**src/rtl/serial_subtractor_pkg.sv**
```systemverilog
// serial_subtractor_pkg: state encoding shared by serial/parallel arithmetic blocks
package serial_subtractor_pkg;
  typedef enum logic [1:0] {
    S_IDLE = 2'd0,
    S_RUN  = 2'd1,
    S_DONE = 2'd2
  } state_t;
endpackage

```
**src/rtl/serial_subtractor_f_subtractor.sv**
```systemverilog
// f_subtractor: 1-bit full subtractor
//   a, b : minuend / subtrahend bits
//   bi   : borrow in
//   d    : difference bit
//   bo   : borrow out
module f_subtractor (
  input  logic a,
  input  logic b,
  input  logic bi,
  output logic d,
  output logic bo
);
  assign d  = a ^ b ^ bi;
  assign bo = (~a & b) | (~(a ^ b) & bi);
endmodule

```
**src/rtl/serial_subtractor.sv**
```systemverilog
// serial_subtractor: bit-serial unsigned a - b, LSB first, one bit per clock
//   clk, rst_n : clock, async active-low reset
//   start      : request, sampled only in IDLE
//   a, b       : operands, captured on acceptance
//   busy       : high while in RUN
//   done       : one-cycle pulse when diff/bo are valid
//   diff, bo   : result and final borrow, held until the next done
module serial_subtractor
  import serial_subtractor_pkg::*;
#(
  parameter int WIDTH = 8
) (
  input  logic             clk,
  input  logic             rst_n,
  input  logic             start,
  input  logic [WIDTH-1:0] a,
  input  logic [WIDTH-1:0] b,
  output logic             busy,
  output logic             done,
  output logic [WIDTH-1:0] diff,
  output logic             bo
);
  localparam int CW = $clog2(WIDTH);
  state_t state, nxt;
  logic [WIDTH-1:0] sa, sb, sd;
  logic [CW-1:0] cnt;
  logic br, d, bn, last;
  assign last = cnt == CW'(WIDTH - 1);
  f_subtractor u_fs (.a(sa[0]), .b(sb[0]), .bi(br), .d(d), .bo(bn));
  always_ff @(posedge clk or negedge rst_n)
    if (!rst_n) state <= S_IDLE;
    else state <= nxt;
  always_comb
    nxt = state == S_IDLE ? (start ? S_RUN : S_IDLE) :
          state == S_RUN  ? (last ? S_DONE : S_RUN) : S_IDLE;
  always_comb begin
    busy = state == S_RUN;
    done = state == S_DONE;
  end
  always_ff @(posedge clk or negedge rst_n)
    if (!rst_n) begin
      sa   <= '0;
      sb   <= '0;
      sd   <= '0;
      br   <= 1'b0;
      cnt  <= '0;
      diff <= '0;
      bo   <= 1'b0;
    end else if (state == S_IDLE) begin
      if (start) begin
        sa  <= a;
        sb  <= b;
        sd  <= '0;
        br  <= 1'b0;
        cnt <= '0;
      end
    end else if (state == S_RUN) begin
      sa  <= sa >> 1;
      sb  <= sb >> 1;
      br  <= bn;
      sd  <= {d, sd[WIDTH-1:1]};
      cnt <= last ? '0 : cnt + CW'(1);
      if (last) begin
        diff <= {d, sd[WIDTH-1:1]};
        bo   <= bn;
      end
    end else if (state != S_DONE) begin
      // unreachable encoding: present reset-like outputs
      diff <= '0;
      bo   <= 1'b0;
    end
endmodule
```
**config.mk**
```make
export PLATFORM = sky130hd
export DESIGN_NAME = serial_subtractor
export DESIGN_NICKNAME = d
export VERILOG_FILES = /design/src/rtl/serial_subtractor_pkg.sv /design/src/rtl/serial_subtractor_f_subtractor.sv /design/src/rtl/serial_subtractor.sv
export SDC_FILE = /design/constraint.sdc
export NUM_CORES = 1
export LEC_CHECK = 0
export BUFFER_PORTS_ARGS = -buffer_cell sky130_fd_sc_hd__buf_2
export CORE_UTILIZATION = 53
export CTS_CLUSTER_SIZE = 10
export DETAILED_ROUTE_END_ITERATION = 7
export PLACE_DENSITY = 0.76
export SLEW_MARGIN = 0
export SYNTH_ARGS = -nofsm -noshare
export SYNTH_HDL_FRONTEND = slang
export SYNTH_HIERARCHICAL = 1
export SYNTH_SLANG_ARGS = --single-unit
```
**constraint.sdc**
```tcl
create_clock -name clk -period 2.6 [get_ports clk]
set_input_delay 0 -clock clk [delete_from_list [all_inputs] [get_ports clk]]
set_output_delay 0 -clock clk [all_outputs]
set_load 0.005 [all_outputs]
```
; ---- After elaboration in Yosys (flattened, before gate mapping)
; Index checks and enable logic that the tools add are counted.
[totals]
ff_bits = 39
input_bits = 19
output_inout_bits = 11
[op_classes]
mux = 26
reduce_logical = 5
n_eq_ne = 6
n_addsub = 1
n_bitwise = 8
[op_table]
columns = cell, n
row1 = 8-bit 2-to-1 mux, 12
row2 = 3-bit 2-to-1 mux, 4
row3 = 1-bit 2-to-1 mux, 7
row4 = 2-bit 2-to-1 mux, 3
row5 = "2-bit inequality test, second input constant", 2
row6 = 2-bit nonzero test, 2
row7 = "3-bit by 1-bit adder with 3-bit output, second input constant", 1
row8 = "3-bit equality test, second input constant", 1
row9 = 1-bit NOT, 3
row10 = 3-bit AND reduction, 1
row11 = 1-bit bitwise AND, 2
row12 = "2-bit by 1-bit equality test with 1-bit output, second input constant", 1
row13 = "2-bit equality test, second input constant", 1
row14 = 2-bit logical NOT, 1
row15 = "2-bit by 1-bit inequality test with 1-bit output, second input constant", 1
row16 = 2-bit AND reduction, 1
row17 = 1-bit XOR, 2
row18 = 1-bit OR, 1

; ---- Depth between registers and ports, before layout
[depth]
ltp_word = 6
depth_mapped = 5
depth_no_buf = 5

; ---- By module
; Netlist, hierarchy kept.
[modules_own_cells]
columns = mod, n_inst, area_per_inst_um2, seq_area_each_um2, cells_each
row1 = serial_subtractor, 1, 1794.2, 950.9, 148
row2 = f_subtractor, 1, 31.3, 0.0, 4

; ---- Least setup slack after synthesis
; OpenSTA, ideal clock, no wires.
[synth_timing]
kind = register -> register
start = register cnt[0]
end = register bo
stages_incl_launch_ff = 6
period_less_slack_ns = 1.418
arrival_time_ns = 1.328
setup_ns = 0.090
setup_slack_ns = 1.182
path_cell_list = dfrtp_1 ha_1 ha_1 or2_2 buf_2 o221ai_1
[synth_via]
elab_chain_cells = 3
[synth_lines]
columns = item, line
row1 = from (decl), serial_subtractor.sv:26  ; logic [CW-1:0] cnt;
row2 = from (signal assigned), serial_subtractor.sv:62  ; cnt <= last ? '0 : cnt + CW'(1);
row3 = 3-bit equality test, serial_subtractor.sv:28  ; assign last = cnt == CW'(WIDTH - 1);
row4 = 2-bit by 1-bit inequality test with 1-bit output (no line), n/a
row5 = 3-bit AND reduction (no line), n/a
row6 = to (signal assigned), serial_subtractor.sv:65  ; bo <= bn;
row7 = to (decl), serial_subtractor.sv:21  ; output logic bo
; No other way between the ends.
; A chain may end at the register's enable or synchronous reset.

; ---- Final worst setup path
[layout_timing]
start = register state[1]
end = output busy
[layout_via]
elab_chain_cells = 1
[layout_lines]
columns = item, line
row1 = from (decl), serial_subtractor.sv:24  ; state_t state, nxt;
row2 = from (signal assigned), serial_subtractor.sv:32  ; else state <= nxt;
row3 = 2-bit by 1-bit equality test with 1-bit output, serial_subtractor.sv:37  ; busy = state == S_RUN;
row4 = to (decl), serial_subtractor.sv:18  ; output logic busy,
; No other way between the ends.

==> impl_summary.log <==
[metrics] reg-to-reg critical path endpoint: cnt[0]$_DFFE_PN0P_
[metrics] highest ir drop seen on vdd: slightly above 0.0005 V
[metrics] Reg2Reg Setup Slack: approximately 0.81 ns
[metrics] horizontal die dimension: between 60 and 70 µm
[metrics] post-synthesis average cell area: 12.01 µm²
[metrics] clock slew at the register clock pins of the worst setup and hold paths: 0.12 ns
[metrics] crit path time final: ~1.9 ns
[metrics] leading post-synthesis cells by cell area: sky130_fd_sc_hd__dfrtp_1 (52%), sky130_fd_sc_hd__o221a_2 (8.6%), sky130_fd_sc_hd__or4b_1 (7.7%)
[metrics] drt via density: between 5 and 6
[metrics] total negative slack: 0 ns
[metrics] vias in the first global route: roughly 1.3k
[metrics] die area: around 3700 µm²
[metrics] worst hold start: b[1]
[metrics] max-slew violations: 0
[metrics] Post-Place Cell Area: slightly below 2000 µm²
[metrics] capturing element type of the critical path: output port
[metrics] number of clock sinks: 38
[metrics] share of Yosys cell area claimed by the top area cell type: ~52%
[metrics] area occupied by registers: 950.9 µm²
[metrics] Final #Nets: just over 200
[metrics] routability congestion estimate from global placement: approximately 0.74
[metrics] cells along the critical path: nand2b_1, inv_1, buf_2
[metrics] Area growth syn-to-layout: 16.31%
[metrics] global router's overall resource usage: a little under a quarter
[metrics] path category of the worst min-delay check: in -> reg
[metrics] half-perimeter wire length of the detailed placement result: 2.273 mm
[metrics] filler cell count: roughly 260
[metrics] number of detailed-routing iterations run before antenna repair: 4
[metrics] most frequent cells in the layout: sky130_fd_sc_hd__dfrtp_1 (38), sky130_fd_sc_hd__buf_2 (29), sky130_fd_sc_hd__or4b_1 (14), sky130_fd_sc_hd__o221a_2 (14), sky130_fd_sc_hd__inv_1 (13)
[metrics] highest attainable clock frequency: 524.7 MHz
[metrics] Hold EP: sb[1]$_DFFE_PN0P_
[metrics] count of port buffers added during placement: 29
[metrics] Skew-Pair Late Insertion Delay: roughly 0.35 ns
[metrics] share of the yosys chip area belonging to registers: between 50% and 60%
[metrics] effective utilization at floorplan: between 50% and 60%
[metrics] Diodes inserted: 0
[metrics] # rows: 20
[metrics] biggest fanout along the worst timing path: 34
[metrics] most frequent standard cell in the layout excluding fill and tap cells: sky130_fd_sc_hd__dfrtp_1
[metrics] post-synth design cell area: about 1800 µm²
[metrics] post-route fraction of the period consumed by the critical path: between 70 and 80%
[metrics] number of different library cells in the post-synthesis netlist: 22
[metrics] total design power: between 2 and 2.5 mW
[metrics] startpoint of the worst register-to-register path: state[1]$_DFF_PN0_
[metrics] maximum clock insertion buffer count: 2
[metrics] cell depth of the worst min-delay path: 3
[metrics] number of maximum-capacitance violations: 0
[metrics] RSZ-0062 raised after global routing: no
[metrics] post-route ant nets: 0
[metrics] hold violation total from the final report: 0
[metrics] routed len/inst: between 15 and 20 µm
[metrics] net count of the mapped netlist: between 150 and 200
[metrics] routed via count: between 1k and 1.5k
[metrics] Power Dens Cells: 1067 nW/µm²
[metrics] global-route wire length before repair: around 6 mm
[metrics] proportion of layout cells with a drive suffix above 1: roughly 30%
[metrics] footprint of the multi-input gates: between 700 and 800 µm²
[metrics] clock root cell: sky130_fd_sc_hd__clkbuf_4
[metrics] CP Launch Type: flip-flop
[metrics] initial antenna violation count: 0
[metrics] depth of the worst register-to-register path: 2
[metrics] Top Ports: 30
[metrics] data required time at the worst endpoint: approximately 2.6 ns
[metrics] cell accounting for the most synthesized area: sky130_fd_sc_hd__dfrtp_1
[metrics] arrival time worst endpoint: between 1.5 and 2 ns
[metrics] WS Path Type: reg -> out
[metrics] post-cts repair resize count: 0
[metrics] synth warn: 6
[metrics] H-tree Lvls: 2
[metrics] number of setup violations in the final report: 0
[metrics] initial drt markers: about 80
[metrics] Final Skew: 0.01272 ns
[metrics] Inserted Clock Buffers: 5
[metrics] number of design rule violations left after detail routing: 0
[metrics] fin area: approximately 2100 µm²
[metrics] outcome: finished, final reports clean
[metrics] WL final: about 3.7 mm
[metrics] final global-route overflow total: 0
[metrics] largest net degree at the start of global routing: 39
[metrics] CP max-delay cell: sky130_fd_sc_hd__dfrtp_1
[metrics] static power due to leakage: 0.9666 nW
[metrics] worst slew margin relative to its limit: between 30% and 40%
[metrics] DIE HEIGHT: ~61 µm
[metrics] synthesized instance count: between 150 and 200
[metrics] Placeable Area: ~3200 µm²
[metrics] Largest stage delay, worst path: between 0.9 and 1 ns
[metrics] flip-flop and latch count after synthesis: 38
[metrics] CTS tree: done
[metrics] slew at the pin with the worst max-slew slack: ~0.96 ns
## area by class of cell
| type | count | share of cell area [%] |
|---|---|---|
| tap | 44 | 2.593 |
| sequential | 38 | 44.78 |
| timing repair buffer | 40 | 11.79 |
| clock inverter | 2 | 0.5893 |
| inverter | 13 | 2.298 |
| clock buffer | 6 | 2.416 |
| multi-input combinational | 86 | 35.53 |
## worst max-delay path: cells and delay by family (launching register included)
kind	cells	cell delay, ns
flops	1	0.99
simple gates	1	0.22
buf+inv	2	0.35
## cell usage after synthesis, drive strengths merged
cell,instances
fa,1
buf,12
or2,1
o21ba,1
o221ai,9
a22o,10
dfrtp,38
nor3b,3
a21oi,1
o21bai,1
inv,13
nor2b,1
or4b,14
mux2,1
and2,1
nand2b,12
ha,3
nor4bb,2
nand3,9
clkbuf,3
o221a,14
a211o,2
## layer usage
metal | vias to the layer above | global-route usage, % | wire, µm
met1 | 676 | 30.80 | 1712
met5 | - | 0 | 0
met3 | 10 | 7.249 | 126
li1 | 642 | - | -
met2 | 28 | 33.59 | 1752
met4 | 0 | 9.416 | 59
## per-stage QoR
stage / std cells / setup slack (ns) / utilization, % / hold WS [ns]
2_1_floorplan: 152 / 1.182 / - / -0.2956
3_3_place_gp: 212 / 0.9469 / 62.46 / 0.1301
3_5_place_dp: 212 / 0.8462 / 62.46 / 0.1400
4_1_cts: 229 / 0.6893 / 67.34 / 0.001161
5_1_grt: 229 / 0.5455 / 67.34 / 0.009224
6_report: 229 / 0.6941 / 67.34 / 0.01255
## worst max-delay path by stage
stage / start / to / slack, ns
2_1_floorplan: cnt[0]$_DFFE_PN0P_ / bo$_DFFE_PN0P_ / 1.18
3_3_place_gp: state[1]$_DFF_PN0_ / cnt[0]$_DFFE_PN0P_ / 0.95
3_5_place_dp: state[1]$_DFF_PN0_ / cnt[0]$_DFFE_PN0P_ / 0.85
4_1_cts: state[1]$_DFF_PN0_ / busy / 0.69
5_1_grt: state[1]$_DFF_PN0_ / busy / 0.55
6_report: state[1]$_DFF_PN0_ / busy / 0.69
## cell families after synthesis
logic type	synth area share, %
adder cells (fa/ha/maj)	3.153
buffers and inverters	6.580
AND/OR/NAND/NOR	17.61
AO/OA/AOI/OAI	19.95
flip-flops	52.09
multiplexers	0.6168
## registers in the layout, indices dropped and copies added, names as in the netlist
| register | flops |
|---|---|
| state | 2 |
| bo | 1 |
| sa | 8 |
| diff | 8 |
| cnt | 3 |
| sd | 7 |
| br | 1 |
| sb | 8 |
## repair_timing
item,in CTS,in global routing
endpoints found under the setup margin,0,0
hold endpoints to repair,46,0
buffers inserted,0,0
hold buffers,9,0
## report_power, final
part | internal, mW | switching [mW]
Sequential | 0.845 | 0.224
Combinational | 0.489 | 0.380
Clock | 0.130 | 0.198
Total | 1.46 | 0.802
No activity file was read; power rests on OpenSTA's default activity.
